[config.mk]
export PLATFORM = sky130hd
export DESIGN_NAME = dmem_arbiter_flat
export DESIGN_NICKNAME = d
export VERILOG_FILES = /design/src/rtl/dmem_pkg.sv /design/src/rtl/dmem_arbiter_if.sv /design/src/rtl/rr_arb2.sv /design/src/rtl/dmem_arbiter.sv /design/src/flat_wrapper.sv
export SDC_FILE = /design/constraint.sdc
export NUM_CORES = 1
export LEC_CHECK = 0
export BUFFER_PORTS_ARGS = -buffer_cell sky130_fd_sc_hd__buf_2
export CAP_MARGIN = 40
export CORE_ASPECT_RATIO = 0.6
export CORE_MARGIN = 2
export CORE_UTILIZATION = 41
export CTS_BUF_LIST = sky130_fd_sc_hd__clkbuf_16
export CTS_CLUSTER_DIAMETER = 80
export DETAILED_ROUTE_END_ITERATION = 12
export GPL_ROUTABILITY_DRIVEN = 0
export PLACE_DENSITY = 0.75
export SYNTH_ARGS = -nofsm -noshare
export SYNTH_HDL_FRONTEND = slang
export SYNTH_SLANG_ARGS = --single-unit
[constraint.sdc]
create_clock -name clk -period 1.5 [get_ports clk]
set_input_delay 0.15 -clock clk [delete_from_list [all_inputs] [get_ports clk]]
set_output_delay 0.15 -clock clk [all_outputs]
set_load 0.1 [all_outputs]
[src/rtl/dmem_pkg.sv]
// ---------------------------------------------------------------------------
// dmem_pkg
// Shared definitions for the data-memory arbiter and the CPU memory stage:
// default address/data widths and the arbiter FSM state encoding.
// ---------------------------------------------------------------------------
package dmem_pkg;

  // Word-address width (1024 words) and data word width.
  localparam int ADDR_W = 10;
  localparam int DATA_W = 32;

  // Arbiter sequencing: wait for a request, drive the memory for one cycle,
  // then return the acknowledge (and read data) to the winning port.
  typedef enum logic [1:0] {
    IDLE   = 2'd0,
    ACCESS = 2'd1,
    RESP   = 2'd2
  } state_e;

endpackage

[src/rtl/dmem_arbiter_if.sv]
// ---------------------------------------------------------------------------
// dmem_arbiter_if
// One requester port of the data-memory arbiter.
//   req   : request, held high by the requester until ack
//   we    : 1 = write, 0 = read
//   addr  : word address
//   wdata : write data
//   ack   : one-cycle completion pulse from the arbiter
//   rdata : read data, valid while ack is high for reads
// Modports: master = requester side, slave = arbiter side.
// ---------------------------------------------------------------------------
interface dmem_arbiter_if #(
  parameter int ADDR_W = dmem_pkg::ADDR_W,
  parameter int DATA_W = dmem_pkg::DATA_W
);

  logic              req;
  logic              we;
  logic [ADDR_W-1:0] addr;
  logic [DATA_W-1:0] wdata;
  logic              ack;
  logic [DATA_W-1:0] rdata;

  modport master (
    output req, we, addr, wdata,
    input  ack, rdata
  );

  modport slave (
    input  req, we, addr, wdata,
    output ack, rdata
  );

endinterface

[src/rtl/rr_arb2.sv]
// ---------------------------------------------------------------------------
// rr_arb2
// Two-way round-robin pick. Purely combinational.
//   req_i   : [0] port 0 request, [1] port 1 request
//   last_i  : port served most recently (0 or 1)
//   grant_o : one-hot grant, all zero when nothing is requested
// ---------------------------------------------------------------------------
module rr_arb2 (
  input  logic [1:0] req_i,
  input  logic       last_i,
  output logic [1:0] grant_o
);

  // A lone requester always wins; on a tie the port that was not served
  // last gets the grant.
  always_comb begin
    grant_o = req_i;
    if (req_i == 2'b11) begin
      grant_o = last_i ? 2'b01 : 2'b10;
    end
  end

endmodule

[src/rtl/dmem_arbiter.sv]
// ---------------------------------------------------------------------------
// dmem_arbiter
// Shares one single-port data memory between two requesters (port 0 = CPU
// load/store, port 1 = debug/DMA). Each transaction takes IDLE -> ACCESS ->
// RESP, so at most one transaction completes every three cycles.
// Ports:
//   clk, rst_n   : clock, asynchronous active-low reset
//   port0_io     : requester port 0 (slave modport)
//   port1_io     : requester port 1 (slave modport)
//   mem_addr_o   : memory word address
//   mem_din_o    : memory write data
//   mem_wr_rd_o  : memory direction, 1 = write, 0 = read
//   mem_dout_i   : memory read data
//   busy_o       : high whenever the FSM is not in IDLE
// The memory itself lives outside this block.
// ---------------------------------------------------------------------------
module dmem_arbiter #(
  parameter int ADDR_W = dmem_pkg::ADDR_W,
  parameter int DATA_W = dmem_pkg::DATA_W
) (
  input  logic              clk,
  input  logic              rst_n,
  dmem_arbiter_if.slave     port0_io,
  dmem_arbiter_if.slave     port1_io,
  output logic [ADDR_W-1:0] mem_addr_o,
  output logic [DATA_W-1:0] mem_din_o,
  output logic              mem_wr_rd_o,
  input  logic [DATA_W-1:0] mem_dout_i,
  output logic              busy_o
);

  import dmem_pkg::state_e;
  import dmem_pkg::IDLE;
  import dmem_pkg::ACCESS;
  import dmem_pkg::RESP;

  state_e            state_q;
  logic              last_q;
  logic              sel_q;
  logic [ADDR_W-1:0] addr_q;
  logic [DATA_W-1:0] din_q;
  logic              wr_rd_q;
  logic              ack0_q;
  logic              ack1_q;
  logic [DATA_W-1:0] rdata0_q;
  logic [DATA_W-1:0] rdata1_q;

  logic [1:0]        grant_d;
  logic              sel_d;
  logic              we_d;
  logic [ADDR_W-1:0] addr_d;
  logic [DATA_W-1:0] din_d;

  rr_arb2 u_rr_arb2 (
    .req_i   ({port1_io.req, port0_io.req}),
    .last_i  (last_q),
    .grant_o (grant_d)
  );

  // Steer the winning port's request fields toward the latch registers.
  always_comb begin
    sel_d  = grant_d[1];
    we_d   = sel_d ? port1_io.we    : port0_io.we;
    addr_d = sel_d ? port1_io.addr  : port0_io.addr;
    din_d  = sel_d ? port1_io.wdata : port0_io.wdata;
  end

  // Arbiter FSM. Request fields are captured at the grant edge so the
  // requester may change or drop them afterwards. The memory direction
  // register doubles as the latched write flag while in ACCESS, and it is
  // cleared by reset so an aborted write never reaches the memory.
  always_ff @(posedge clk or negedge rst_n) begin
    if (!rst_n) begin
      state_q  <= IDLE;
      last_q   <= 1'b1;
      sel_q    <= 1'b0;
      addr_q   <= '0;
      din_q    <= '0;
      wr_rd_q  <= 1'b0;
      ack0_q   <= 1'b0;
      ack1_q   <= 1'b0;
      rdata0_q <= '0;
      rdata1_q <= '0;
    end else begin
      ack0_q <= 1'b0;
      ack1_q <= 1'b0;
      case (state_q)
        IDLE: begin
          if (|grant_d) begin
            state_q <= ACCESS;
            sel_q   <= sel_d;
            last_q  <= sel_d;
            addr_q  <= addr_d;
            din_q   <= din_d;
            wr_rd_q <= we_d;
          end
        end
        ACCESS: begin
          state_q <= RESP;
          wr_rd_q <= 1'b0;
          ack0_q  <= ~sel_q;
          ack1_q  <= sel_q;
          if (!wr_rd_q) begin
            if (sel_q) begin
              rdata1_q <= mem_dout_i;
            end else begin
              rdata0_q <= mem_dout_i;
            end
          end
        end
        RESP: begin
          state_q <= IDLE;
        end
        default: begin
          state_q <= IDLE;
        end
      endcase
    end
  end

  assign mem_addr_o     = addr_q;
  assign mem_din_o      = din_q;
  assign mem_wr_rd_o    = wr_rd_q;
  assign busy_o         = (state_q != IDLE);

  assign port0_io.ack   = ack0_q;
  assign port0_io.rdata = rdata0_q;
  assign port1_io.ack   = ack1_q;
  assign port1_io.rdata = rdata1_q;

endmodule

[src/flat_wrapper.sv]
// flat-port wrapper written by rule: the top's interface ports become plain ports
module dmem_arbiter_flat import dmem_pkg::state_e; import dmem_pkg::IDLE; import dmem_pkg::ACCESS; import dmem_pkg::RESP;
#(
  parameter int ADDR_W = dmem_pkg::ADDR_W,
  parameter int DATA_W = dmem_pkg::DATA_W
)
  (clk, rst_n, mem_addr_o, mem_din_o, mem_wr_rd_o, mem_dout_i, busy_o, port0_io_req, port0_io_we, port0_io_addr, port0_io_wdata, port0_io_ack, port0_io_rdata, port1_io_req, port1_io_we, port1_io_addr, port1_io_wdata, port1_io_ack, port1_io_rdata);
  dmem_arbiter_if #(.ADDR_W(ADDR_W), .DATA_W(DATA_W)) port0_io_i ();
  dmem_arbiter_if #(.ADDR_W(ADDR_W), .DATA_W(DATA_W)) port1_io_i ();
  input  logic clk;
  input  logic rst_n;
  output logic [ADDR_W-1:0] mem_addr_o;
  output logic [DATA_W-1:0] mem_din_o;
  output logic mem_wr_rd_o;
  input  logic [DATA_W-1:0] mem_dout_i;
  output logic busy_o;
  input wire logic [$bits(port0_io_i.req)-1:0] port0_io_req;
  input wire logic [$bits(port0_io_i.we)-1:0] port0_io_we;
  input wire logic [$bits(port0_io_i.addr)-1:0] port0_io_addr;
  input wire logic [$bits(port0_io_i.wdata)-1:0] port0_io_wdata;
  output wire logic [$bits(port0_io_i.ack)-1:0] port0_io_ack;
  output wire logic [$bits(port0_io_i.rdata)-1:0] port0_io_rdata;
  input wire logic [$bits(port1_io_i.req)-1:0] port1_io_req;
  input wire logic [$bits(port1_io_i.we)-1:0] port1_io_we;
  input wire logic [$bits(port1_io_i.addr)-1:0] port1_io_addr;
  input wire logic [$bits(port1_io_i.wdata)-1:0] port1_io_wdata;
  output wire logic [$bits(port1_io_i.ack)-1:0] port1_io_ack;
  output wire logic [$bits(port1_io_i.rdata)-1:0] port1_io_rdata;
  assign port0_io_i.req = port0_io_req;
  assign port0_io_i.we = port0_io_we;
  assign port0_io_i.addr = port0_io_addr;
  assign port0_io_i.wdata = port0_io_wdata;
  assign port0_io_ack = port0_io_i.ack;
  assign port0_io_rdata = port0_io_i.rdata;
  assign port1_io_i.req = port1_io_req;
  assign port1_io_i.we = port1_io_we;
  assign port1_io_i.addr = port1_io_addr;
  assign port1_io_i.wdata = port1_io_wdata;
  assign port1_io_ack = port1_io_i.ack;
  assign port1_io_rdata = port1_io_i.rdata;
  dmem_arbiter #(.ADDR_W(ADDR_W), .DATA_W(DATA_W)) u_core (.clk(clk), .rst_n(rst_n), .port0_io(port0_io_i), .port1_io(port1_io_i), .mem_addr_o(mem_addr_o), .mem_din_o(mem_din_o), .mem_wr_rd_o(mem_wr_rd_o), .mem_dout_i(mem_dout_i), .busy_o(busy_o));
endmodule
Yosys cells after proc, flatten, opt, wreduce, memory -nomap -nowiden
Index checks and enable logic that the tools add are counted.
Word-level totals
  bits in registers: 113
  output and inout bits: 110
  word-level logic and storage cells: 34
Cells by class
  equality and inequality tests: 3
  multiplexer cells: 11
  bitwise operators: 2
  reduce and logical (&&, ||, !) cells: 8
Operators by type and width (number)
  $mux 32: 1
  $mux 10: 1
  $mux 2: 3
  $reduce_and 3->1: 2
  $mux 1: 4
  $pmux 2 s2: 1
  $reduce_and 2->1: 2
  $reduce_bool 2->1: 2
  $eq 2x1->1 const B: 1
  $eq 2x2->1 const B: 1
  $logic_not 2->1: 1
  $ne 2x1->1 const B: 1
  $not 1->1: 2
  $pmux 1 s2: 1
  $reduce_or 2->1: 1

Longest topological paths before layout
  depth in word-level cells: 5
  mapped depth: 6
  depth with buffers taken out: 3

Cells and area by module
Synthesis repeated with hierarchy kept, for this count alone.
Second synthesis, totals
  cells, all modules: 296
  area total of the unflattened synthesis: 4944.7 um2
Modules (own cells, without submodules)
  dmem_arbiter: instances 1, cells each 293, area each 4926.0 um2, sequential area each 2829.0 um2
  rr_arb2: instances 1, cells each 3, area each 18.8 um2, sequential area each 0.0 um2

Least setup slack after synthesis
No wires, ideal clock.
  kind: reg-to-reg
  start point: reg u_core.wr_rd_q, in the netlist u_core.mem_wr_rd_o
  end point: reg u_core.rdata0_q[10], in the netlist u_core.port0_io.rdata[10]
  setup time: 0.125 ns
  arrival: 1.755 ns
  path slack: -0.381 ns
  stages on the path, launching flop included: 4
  path buffers: 1
  clock period less this slack: 1.881 ns
  path through: dfrtp_1 nor3_2 buf_4 mux2_2
On the way
  cells in the longest elaborated chain, start to end: 2
RTL lines
  start, declared: line dmem_arbiter.sv:42  | logic wr_rd_q;
  start signal, assigned: line dmem_arbiter.sv:95  | wr_rd_q <= we_d;
  $not 1->1 (no line)
  $reduce_and 3->1 (no line)
  end signal, assigned: line dmem_arbiter.sv:107  | rdata0_q <= mem_dout_i;
  end, declared: line dmem_arbiter.sv:45  | logic [DATA_W-1:0] rdata0_q;
No other way between the ends.
A chain may end at the register's enable or synchronous reset.

Worst setup path after layout
  start point: reg u_core.state_q[1]
  end point: reg u_core.rdata1_q[3], in the netlist u_core.port1_io.rdata[3]
On the way
  cells in the longest elaborated chain, start to end: 2
RTL lines
  start, declared: line dmem_arbiter.sv:37  | state_e state_q;
  start signal, assigned: line dmem_arbiter.sv:74  | state_q <= IDLE;
  start signal, assigned: line dmem_arbiter.sv:90  | state_q <= ACCESS;
  start signal, assigned: line dmem_arbiter.sv:99  | state_q <= RESP;
  $eq 2x1->1: line dmem_arbiter.sv:87  | case (state_q)
  $reduce_and 3->1 (no line)
  end signal, assigned: line dmem_arbiter.sv:105  | rdata1_q <= mem_dout_i;
  end, declared: line dmem_arbiter.sv:46  | logic [DATA_W-1:0] rdata1_q;
No other way between the ends.

==> results.toml <==
[global_route]
grt_use_met2_pct = 42.1
grt_max_degree = 43
top_usage_layer = "met2"
grt_usage_pct = 24.5
grt_pass1_vias = 4494
antenna_found_initial = 0
grt-ovfl-total = 0
use_met3_pct = 5.97
grt_util_met1_pct = 30.6
grt_pass1_wl_mm = 23.1

[sta]
fin_crit_ps = 1540
rsz0062_at_grt = "yes"
slew_viol_final = 0
layout_setup_ws_ps = -39.0
hold_viol = 0
hold_ws_ps = 16.1
fin_crit_sh_pct = 103
fmax_ghz = 0.650
skew_ps = 12.5
setup_violations = 13
worst_pin_slew_ps = 557
slew_headroom_pct = 63.1

[logic_synthesis]
syn-num-nets = 514
synth_cells = 392
synth_cell_types = 23
avgSynthCellArea_um2 = 11.9
synth_flop_cell = "dfrtp_1"
synth_edf_count = 0
ys_warn_count = 0
syn_area_um2 = 4670
synthArstFlopShare_pct = 100
ys_seq_area_share_pct = 60.6
synth-seq-cells = 113

[detailed_routing]
ant_nets = 0
num_vias = 4420
wirelength_mm = 15.9
wl_per_cell_um = 18.5
via_per_inst = 5.13
drt-pass1-iter-count = 5
drtIter0Drc = 234
drc = 0

[worst_setup_path]
cp.required_ps = 1780
rr_worst_depth = 5
crit_arrival_ps = 1820
cpPeakStageDelay_ps = 370
start_kind = "flop"
cp_max_fo = 8
cpMaxStageDelayCell = "dfrtp_1"
end_kind = "flop"
crit_type = "flop to flop"
path_cells = "nand2b_4 > nor3b_4 > buf_6 > clkbuf_16 > mux2_2"

[cells_and_area]
layout_commonest_cell = "buf_2"
mostFrequentLayoutCells = "229 x buf_2, 111 x dfrtp_1, 86 x nand2_1, 63 x dlygate4sd3_1, 61 x mux2_4"
fin_nets = 826
final_util_pct = 69.4
n_antenna_cell = 0
fin_cells = 861
area_delta_synth_final_pct = 66.1
drive_gt1_share_pct = 50.6
fin_area_um2 = 7760

[cts]
cts_inserted_buffers = 17
cts-root-buf = "clkbuf_16"
clk_latency_ps = 400
cts.sinks = 113
path_clk_slew_ps = 60
clock_path_buffers = 2
htree_levels = 4
tritoncts = "yes"

[floorplanning]
io_pins = 232
die_h_um = 86.7
core-area_um2 = 11200
die-area_um2 = 12300
initial_utilization_pct = 41.8
die_w_um = 142
rows = 30

[place]
dp_cells = 752
placed_area_um2 = 6140
dp_hpwl_mm = 9.14
port-buffer-count = 231

[run_status]
violations = "negative setup slack"
run_status = "finished, violations left"

[flow_run]
cap_viol_max_count = 0

[worst_hold_path]
hold_path.class = "primary input to flop"
hold-path-cell-count = 2
-- area by class of cell --
cell class / instances / area, um^2
fillers: 803 / 3430
clock buffers: 17 / 425
repair buffers: 322 / 2280
multi-input cells: 248 / 1890
inverters: 2 / 7.51
flip-flops and latches: 113 / 2830
well taps: 144 / 180
clock inverters: 15 / 143
-- cell families (layout without fill, tap and decap cells) --
logic type | after synthesis | after routing | share of synthesized area (%)
AO/OA/AOI/OAI | 88 | 88 | 10.9
buffers and inverters | 31 | 356 | 4.07
flip-flops | 113 | 113 | 60.6
multiplexers | 66 | 66 | 16.1
AND/OR/NAND/NOR | 94 | 94 | 8.44
-- worst max-delay path: cells and delay by family, from the launching register on --
| kind | cells | cell delay, ps |
|---|---|---|
| mux | 1 | 330 |
| flops | 1 | 370 |
| buf+inv | 2 | 320 |
| simple gates | 2 | 390 |
-- cells in the mapped netlist (2+ instances only) --
master    number  area (um^2)
dfrtp_1      112         2800
nand2_1       86          323
mux2_2        62          698
a21oi_1       43          215
a31oi_1       42          263
clkbuf_1      16         60.1
buf_6          8         90.1
buf_4          3         22.5
and2_1         2         12.5
buf_2          2         10.0
inv_1          2         7.51
mux2_1         2         22.5
mux2_4         2         30.0
-- registers in the layout, indices dropped and copies added (netlist names) --
register,flops
u_core.last_q,1
u_core.mem_addr_o,10
u_core.mem_din_o,32
u_core.mem_wr_rd_o,1
u_core.port0_io.ack,1
u_core.port0_io.rdata,32
u_core.port1_io.ack,1
u_core.port1_io.rdata,32
u_core.sel_q,1
u_core.state_q,2
-- stage by stage --
step	setup slack (ps)	TNS, ps
floorplan	-84.6	-3300
global placement	5.66	0
detailed placement	-27.7	-320
CTS	-25.2	-25.2
global route	-89.1	-2200
finish	-39.0	-215
-- per-layer routing --
layer / up-vias / routed length [um] / share of wire, %
met4: 0 / 240 / 1.5
met1: 2151 / 6840 / 43
li1: 1998 / - / -
met3: 20 / 1180 / 7.4
met2: 251 / 7640 / 48
met5: - / 0 / 0
-- worst paths after layout --
| path | endpoint | slack, ps | from |
|---|---|---|---|
| max in group asynchronous | u_core.port1_io.rdata[19] | 740 | rst_n |
| hold / removal | u_core.port1_io.rdata[28] | 20 | mem_dout_i[28] |
| setup / recovery | u_core.port1_io.rdata[3] | -40 | u_core.state_q[1] |
| min in group asynchronous | u_core.mem_din_o[7] | 220 | rst_n |
| setup reg to reg | u_core.port1_io.rdata[3] | -40 | u_core.state_q[1] |
| hold reg to reg | u_core.port1_io.rdata[29] | 500 | u_core.port1_io.rdata[29] |
-- timing repair --
item,in CTS,in global routing
pin swaps,3,0
resized for setup,6,46
cloned,4,4
buffers inserted,6,1
hold buffers,63,0
hold endpoints to repair,84,0
setup endpoints to repair,51,77
Power is not shown: default switching activity piles up to over one toggle a cycle in this logic, so the estimate is an artifact.
